==> config.mk <==
export PLATFORM = sky130hd
export DESIGN_NAME = sbqm_queue_ctrl_flat
export DESIGN_NICKNAME = d
export VERILOG_FILES = /design/src/rtl/sbqm_queue_ctrl_if.sv /design/src/rtl/sbqm_queue_ctrl.sv /design/src/flat_wrapper.sv
export SDC_FILE = /design/constraint.sdc
export NUM_CORES = 1
export LEC_CHECK = 0
export CAP_MARGIN = 20
export CELL_PAD_IN_SITES_DETAIL_PLACEMENT = 0
export CELL_PAD_IN_SITES_GLOBAL_PLACEMENT = 1
export CORE_ASPECT_RATIO = 1.4
export CORE_MARGIN = 2
export CORE_UTILIZATION = 48
export DETAILED_ROUTE_END_ITERATION = 8
export DONT_BUFFER_PORTS = 1
export PLACE_DENSITY_LB_ADDON = 0.1
export SLEW_MARGIN = 30
export SYNTH_ARGS = -nofsm -noshare
export SYNTH_HDL_FRONTEND = slang
export SYNTH_SLANG_ARGS = --single-unit
==> constraint.sdc <==
create_clock -name clk -period 2.8 [get_ports clk]
set_clock_uncertainty 0.15 [all_clocks]
set_input_delay 0.42 -clock clk [delete_from_list [all_inputs] [get_ports clk]]
set_output_delay 0.42 -clock clk [all_outputs]
set_load 0.005 [all_outputs]
==> src/rtl/sbqm_queue_ctrl_if.sv <==
// Signal bundle between the bank door photocells / teller setting and the
// queue controller, plus the pulses and status it returns.
interface sbqm_queue_ctrl_if;
  logic       back_sensor;
  logic       front_sensor;
  logic [1:0] tcount;
  logic       up;
  logic       down;
  logic       reject;
  logic [2:0] pcount;
  logic       full;
  logic       empty;
  logic [4:0] wtime;

  modport master (
    output back_sensor, front_sensor, tcount,
    input  up, down, reject, pcount, full, empty, wtime
  );

  modport slave (
    input  back_sensor, front_sensor, tcount,
    output up, down, reject, pcount, full, empty, wtime
  );
endinterface

==> src/rtl/sbqm_queue_ctrl.sv <==
// Bank queue controller: debounces the entry/exit photocells, turns completed
// pass-throughs into up/down pulses and tracks occupancy and wait estimate.
module sbqm_queue_ctrl #(
  parameter int DEBOUNCE_CYCLES = 4,
  parameter int SVC_TIME        = 3
) (
  input  logic               clk,
  input  logic               rst,
  sbqm_queue_ctrl_if.slave   sb
);

  typedef enum logic [1:0] {IDLE, QUAL_HI, BLOCKED, QUAL_LO} deb_state_t;

  localparam logic [3:0] DMAX = 4'(DEBOUNCE_CYCLES - 1);
  localparam logic [7:0] SVC8 = 8'(SVC_TIME);

  // Index 0 is the entry (back) path, index 1 the exit (front) path.
  logic [1:0] sync1;
  logic [1:0] sync2;
  logic [1:0] evt;
  deb_state_t st  [2];
  logic [3:0] cnt [2];

  logic       up_q;
  logic       down_q;
  logic       reject_q;
  logic [2:0] pcount_q;
  logic [4:0] wtime_q;
  logic [2:0] pnext;
  logic [4:0] wnext;
  logic [7:0] p8;
  logic [7:0] prod1;
  logic [7:0] prod2;
  logic [7:0] prod3;
  logic       e;
  logic       x;

  // The sample that causes a qualifying transition already counts as the
  // first of the DEBOUNCE_CYCLES stable samples.
  always_ff @(posedge clk) begin
    if (rst) begin
      sync1 <= '0;
      sync2 <= '0;
      evt   <= '0;
      for (int i = 0; i < 2; i++) begin
        st[i]  <= IDLE;
        cnt[i] <= '0;
      end
    end else begin
      sync1 <= {sb.front_sensor, sb.back_sensor};
      sync2 <= sync1;
      for (int i = 0; i < 2; i++) begin
        evt[i] <= 1'b0;
        case (st[i])
          IDLE: begin
            if (sync2[i]) begin
              if (DMAX == 4'd0) begin
                st[i] <= BLOCKED;
              end else begin
                st[i]  <= QUAL_HI;
                cnt[i] <= 4'd1;
              end
            end
          end
          QUAL_HI: begin
            if (!sync2[i]) begin
              st[i]  <= IDLE;
              cnt[i] <= '0;
            end else if (cnt[i] >= DMAX) begin
              st[i]  <= BLOCKED;
              cnt[i] <= '0;
            end else begin
              cnt[i] <= cnt[i] + 4'd1;
            end
          end
          BLOCKED: begin
            if (!sync2[i]) begin
              if (DMAX == 4'd0) begin
                st[i]  <= IDLE;
                evt[i] <= 1'b1;
              end else begin
                st[i]  <= QUAL_LO;
                cnt[i] <= 4'd1;
              end
            end
          end
          QUAL_LO: begin
            if (sync2[i]) begin
              st[i]  <= BLOCKED;
              cnt[i] <= '0;
            end else if (cnt[i] >= DMAX) begin
              st[i]  <= IDLE;
              cnt[i] <= '0;
              evt[i] <= 1'b1;
            end else begin
              cnt[i] <= cnt[i] + 4'd1;
            end
          end
          default: begin
            st[i]  <= IDLE;
            cnt[i] <= '0;
          end
        endcase
      end
    end
  end

  assign e = evt[0];
  assign x = evt[1];

  // Arbitration looks at the count including any pulse still in flight, so
  // an exit right behind an entry is not wrongly rejected.
  always_comb begin
    pnext = pcount_q;
    if (up_q && !down_q && pcount_q != 3'd7) begin
      pnext = pcount_q + 3'd1;
    end else if (down_q && !up_q && pcount_q != 3'd0) begin
      pnext = pcount_q - 3'd1;
    end
  end

  always_comb begin
    p8    = {5'd0, pcount_q};
    prod1 = SVC8 * p8;
    prod2 = SVC8 * (p8 + 8'd1);
    prod3 = SVC8 * (p8 + 8'd2);
    wnext = '0;
    if (pcount_q != 3'd0) begin
      case (sb.tcount)
        2'd2:    wnext = 5'(prod2 / 8'd2);
        2'd3:    wnext = 5'(prod3 / 8'd3);
        default: wnext = 5'(prod1);
      endcase
    end
  end

  always_ff @(posedge clk) begin
    if (rst) begin
      up_q     <= 1'b0;
      down_q   <= 1'b0;
      reject_q <= 1'b0;
      pcount_q <= '0;
      wtime_q  <= '0;
    end else begin
      pcount_q <= pnext;
      up_q     <= e && !x && (pnext != 3'd7);
      down_q   <= x && !e && (pnext != 3'd0);
      reject_q <= (e && !x && (pnext == 3'd7)) || (x && !e && (pnext == 3'd0));
      wtime_q  <= wnext;
    end
  end

  assign sb.up     = up_q;
  assign sb.down   = down_q;
  assign sb.reject = reject_q;
  assign sb.pcount = pcount_q;
  assign sb.full   = (pcount_q == 3'd7);
  assign sb.empty  = (pcount_q == 3'd0);
  assign sb.wtime  = wtime_q;

endmodule

==> src/flat_wrapper.sv <==
// flat-port wrapper written by rule: the top's interface ports become plain ports
module sbqm_queue_ctrl_flat 
#(
  parameter int DEBOUNCE_CYCLES = 4,
  parameter int SVC_TIME        = 3
)
  (clk, rst, sb_back_sensor, sb_front_sensor, sb_tcount, sb_up, sb_down, sb_reject, sb_pcount, sb_full, sb_empty, sb_wtime);
  sbqm_queue_ctrl_if sb_i ();
  input  logic clk;
  input  logic rst;
  input wire logic [$bits(sb_i.back_sensor)-1:0] sb_back_sensor;
  input wire logic [$bits(sb_i.front_sensor)-1:0] sb_front_sensor;
  input wire logic [$bits(sb_i.tcount)-1:0] sb_tcount;
  output wire logic [$bits(sb_i.up)-1:0] sb_up;
  output wire logic [$bits(sb_i.down)-1:0] sb_down;
  output wire logic [$bits(sb_i.reject)-1:0] sb_reject;
  output wire logic [$bits(sb_i.pcount)-1:0] sb_pcount;
  output wire logic [$bits(sb_i.full)-1:0] sb_full;
  output wire logic [$bits(sb_i.empty)-1:0] sb_empty;
  output wire logic [$bits(sb_i.wtime)-1:0] sb_wtime;
  assign sb_i.back_sensor = sb_back_sensor;
  assign sb_i.front_sensor = sb_front_sensor;
  assign sb_i.tcount = sb_tcount;
  assign sb_up = sb_i.up;
  assign sb_down = sb_i.down;
  assign sb_reject = sb_i.reject;
  assign sb_pcount = sb_i.pcount;
  assign sb_full = sb_i.full;
  assign sb_empty = sb_i.empty;
  assign sb_wtime = sb_i.wtime;
  sbqm_queue_ctrl #(.DEBOUNCE_CYCLES(DEBOUNCE_CYCLES), .SVC_TIME(SVC_TIME)) u_core (.clk(clk), .rst(rst), .sb(sb_i));
endmodule
==> qor_table.md <==
| Stage | Quantity | Value |
|---|---|---|
| final layout | Fraction of layout cells with a size suffix above 1 | 10.0% |
| final layout | Net count reported at finish | 234 |
| global routing | Largest net degree at the start of global routing | 23 |
| cts | H-Tree Depth | 2 |
| critical path | Crit-path cells | ha_1 > ha_1 > nor3b_1 > a2111oi_0 > or3_1 > a21boi_0 |
| cts | Clock tree from TritonCTS | yes |
| floorplanning | I/O pin count | 19 |
| critical path | Worst Path Max Fanout | 7 |
| yosys | Mean cell area of the mapped netlist | 9.30 um2 |
| final layout | Layout-stage area growth over the synthesis result | 9.76% |
| critical path | Reg-to-reg setup timing slack | 370 ps |
| yosys | Proportion of register bits with asynchronous set or reset after synthesis | 0% |
| cts | Insertion delay of the later-clocked pin in the worst-skew pair | 280 ps |
| critical path | Critical path class | register to register |
| critical path | RR Endpoint | u_core.sb.down |
| floorplanning | Effective utilization at floorplan | 50.3% |
| status | Run status | complete, no violations |
| floorplanning | Total Die Area | 0.00434 mm2 |
| routing | Final wirelength | 3980 um |
| sta | Setup repair after global routing missed its margin | false |
| floorplanning | Placeable core area | 0.00364 mm2 |
| cts | Hold buffer count at CTS | 0 |
| routing | DR DRC count | 0 |
| global routing | Leftover overflow at the end of global routing | 0 |
| yosys | Number of synthesized register bits | 29 |
| yosys | Number of cells produced by synthesis | 197 |
| floorplanning | Die Y | 77.1 um |
| cts | Post-CTS resize count | 0 |
| yosys | Predominant post-synthesis flop cell | sky130_fd_sc_hd__dfxtp_1 |
| routing | Pre-Repair DR Iteration Count | 4 |
| sta | Max-slew violation count | 0 |
| critical path | Destination of the critical timing path | u_core.sb.down |
| critical path | Beginning of the worst register-to-register path | u_core.sb.pcount[1] |
| cts | Number of setup buffers added after CTS | 0 |
| yosys | Yosys top cell by area | sky130_fd_sc_hd__edfxtp_1 |
| final layout | Multi-input combinational cell area | 0.00107 mm2 |
| sta | Number of endpoints with negative hold slack in the final report | 0 |
| placement | Sum of net half-perimeters after detailed placement | 3040 um |
| critical path | Required @ worst endpoint | 2850 ps |
| sta | Setup TNS after final layout | 0 ps |
| sta | Max frequency | 411 MHz |
| global routing | Global-route wire length before repair | 6570 um |
| pwr | Leak | 0.810 nW |
| cts | Number of buffers on the longest clock path | 2 |
| final layout | Inserted Diodes | 0 |
| cts | CTS sink count | 29 |
| routing | Drt via density | 5.82 |
| routing | Via count | 1460 |
| global routing | Initial antenna violation count | 0 |
| sta | Relative max-transition margin | 56.7% |
| pwr | Total power divided by cell area | 617 mW/mm2 |
| critical path | Arrival time worst endpoint | 2480 ps |
| pwr | Worst vdd rail ir drop | 424 uV |
| sta | Slew @ Worst Pin | 633 ps |
| routing | Violation count after the first detailed-route iteration | 39 |
| placement | Port-buffer cells | 0 |
| yosys | Cell area after synthesis | 0.00183 mm2 |
| sta | Setup-failing EPs final | 0 |
| worst hold path | Path class of the lowest-slack min-delay path | primary input to register |
| critical path | WP buf/inv | 0 |
| routing | Routed wire length per instance | 15.8 um |
| yosys | Largest cells by area after synthesis | sky130_fd_sc_hd__edfxtp_1 20%, sky130_fd_sc_hd__dfxtp_1 19%, sky130_fd_sc_hd__ha_1 12% |
| yosys | Yosys synthesis warning count | 0 |
| final layout | Final std cells w/o fill | 251 |
| flow run | Max-Cap Viols | 0 |
| sta | Post-route clock period utilization | 86.9% |
| critical path | Crit path max-delay cell type | sky130_fd_sc_hd__nor3b_1 |
| yosys | Number of flops mapped to enable cells by yosys | 12 |
| routing | Remaining antenna violation count | 0 |
| yosys | Share of the synthesized area in the top cell type | 19.7% |
| placement | Count of placed standard cells including taps | 243 |
| critical path | CP most frequent cell | sky130_fd_sc_hd__ha_1 |
| critical path | Cell count along the critical path | 6 |
| critical path | Logic depth of the worst register-to-register path | 6 |
| critical path | Delay of the slowest cell on the worst path | 550 ps |
| sta | Min Tclk post-route | 2430 ps |
| cts | CTS clk-pin slew, worst paths | 70 ps |
| critical path | Kind of launch point of the worst setup path | register |
| critical path | Endpoint kind of the worst setup timing path | register |
| floorplanning | Number of placement rows | 26 |
| floorplanning | Die outline width | 56.2 um |
| yosys | Portion of the post-synthesis area used by sequential elements | 38.2% |
| critical path | Cell family with most CP delay | simple AND/OR/NAND/NOR gates |
| cts | Root cell of the clock tree | sky130_fd_sc_hd__clkbuf_8 |
| placement | Routability congestion estimate from global placement | 0.850 |
| final layout | Final-layout fill cell count | 351 |
| global routing | Vias in the first global route | 1460 |
| final layout | Area taken by flip-flops and latches | 701 um2 |
| critical path | Crit path launch | u_core.sb.pcount[1] |
| global routing | Total global-route track usage | 19.4% |
| yosys | Post-synth cell types | 54 |
| cts | Inserted Clock Buffers | 5 |
[how the worst min path moves through the flow]
| stage | start | end | depth (start not counted) | slack, ps |
|---|---|---|---|---|
| 2_1_floorplan | u_core.sync1[0] | u_core.sync2[0] | 1 | 260 |
| 4_1_cts | rst | u_core.sync1[0] | 1 | 50 |
| 3_3_place_gp | u_core.sync1[1] | u_core.sync2[1] | 1 | 270 |
| 3_5_place_dp | u_core.sync1[1] | u_core.sync2[1] | 1 | 270 |
| 5_1_grt | rst | u_core.sync1[0] | 1 | 40 |
| 6_report | rst | u_core.sync1[0] | 1 | 60 |
[registers in the layout, indices dropped and copies added (netlist names)]
name	count
u_core.evt	2
u_core.sync1	2
u_core.sb.reject	1
u_core.sb.pcount	3
u_core.sync2	2
u_core.st	4
u_core.sb.wtime	5
u_core.sb.up	1
u_core.sb.down	1
u_core.cnt	8
[Yosys cell counts (2+ instances only)]
cell type,instances
sky130_fd_sc_hd__xnor2_1,4
sky130_fd_sc_hd__and4_1,2
sky130_fd_sc_hd__nand4_1,2
sky130_fd_sc_hd__nor2_1,20
sky130_fd_sc_hd__clkbuf_1,2
sky130_fd_sc_hd__ha_1,18
sky130_fd_sc_hd__xor2_1,3
sky130_fd_sc_hd__nor3_1,9
sky130_fd_sc_hd__or3_1,3
sky130_fd_sc_hd__nand2b_1,4
sky130_fd_sc_hd__dfxtp_1,17
sky130_fd_sc_hd__a211oi_1,3
sky130_fd_sc_hd__or2_2,2
sky130_fd_sc_hd__o31a_1,2
sky130_fd_sc_hd__a31oi_1,4
sky130_fd_sc_hd__nand3b_1,2
sky130_fd_sc_hd__buf_2,2
sky130_fd_sc_hd__nand3_1,3
sky130_fd_sc_hd__nor2b_1,7
sky130_fd_sc_hd__fa_1,2
sky130_fd_sc_hd__nor3b_1,2
sky130_fd_sc_hd__o21ai_0,5
sky130_fd_sc_hd__edfxtp_1,12
sky130_fd_sc_hd__inv_1,11
sky130_fd_sc_hd__and3_1,2
sky130_fd_sc_hd__nand2_1,11
sky130_fd_sc_hd__a21oi_1,12
sky130_fd_sc_hd__and2_1,4
sky130_fd_sc_hd__mux2i_1,2
[layer usage]
metal / routed length (um) / share of wire, % / vias to the layer above / track usage (%)
li1: - / - / 725 / -
met1: 1610 / 40 / 681 / 21.0
met2: 2010 / 51 / 39 / 33.4
met3: 164 / 4.1 / 15 / 4.89
met4: 189 / 4.8 / 0 / 11.7
met5: 0 / 0 / - / 0
[cells by family (layout without fill, tap and decap cells)]
family / count (synthesis) / count (layout) / synth area share [%]
xor+xnor: 7 / 7 / 3.34
compound gates: 41 / 41 / 15.3
flops: 29 / 29 / 38.2
buf+inv: 19 / 28 / 4.16
other cells: 1 / 4 / 0.205
fa+ha+maj: 20 / 20 / 14.5
simple gates: 77 / 77 / 22.6
mux: 3 / 3 / 1.71
[power by group]
group / switching (mW) / total (mW) / internal (mW)
combinational: 0.185 / 0.321 / 0.136
clock: 0.160 / 0.354 / 0.194
sequential: 0.0536 / 0.567 / 0.514
[final cells by class]
class	instances	area share (%)
Inverter	14	2.74
Multi-Input combinational cell	152	53.0
Clock buffer	6	4.10
Timing Repair Buffer	6	2.24
Clock inverter	2	0.435
Tap cell	42	2.61
Sequential cell	29	34.8
[stage by stage]
stage          total power [mW]  hold WS [ps]  util (%)  instance area (um2)  setup WS (ps)
3_3_place_gp              0.884           271      52.7                 1920            453
6_report                   1.24          55.5      55.2                 2010            367
3_5_place_dp              0.896           273      52.7                 1920            408
2_1_floorplan             0.812           264         -                 1840            301
5_1_grt                    1.32          42.6      55.2                 2010            202
4_1_cts                    1.25          49.3      55.2                 2010            401
[cells in the final DEF, fill, tap and decap left out, types with 3 or more instances in the layout]
master and n:
sky130_fd_sc_hd__or3_1 3, sky130_fd_sc_hd__edfxtp_1 12, sky130_fd_sc_hd__nor2_1 20, sky130_fd_sc_hd__ha_1 18, sky130_fd_sc_hd__a21oi_1 12, sky130_fd_sc_hd__conb_1 4, sky130_fd_sc_hd__inv_1 11, sky130_fd_sc_hd__xor2_1 3
sky130_fd_sc_hd__and2_1 4, sky130_fd_sc_hd__clkbuf_8 6, sky130_fd_sc_hd__nand2_1 11, sky130_fd_sc_hd__nand3_1 3, sky130_fd_sc_hd__buf_4 6, sky130_fd_sc_hd__nor3_1 9, sky130_fd_sc_hd__xnor2_1 4, sky130_fd_sc_hd__o21ai_0 5
sky130_fd_sc_hd__a211oi_1 3, sky130_fd_sc_hd__nand2b_1 4, sky130_fd_sc_hd__a31oi_1 4, sky130_fd_sc_hd__nor2b_1 7, sky130_fd_sc_hd__dfxtp_1 17
(Power assumes the default switching activity.)
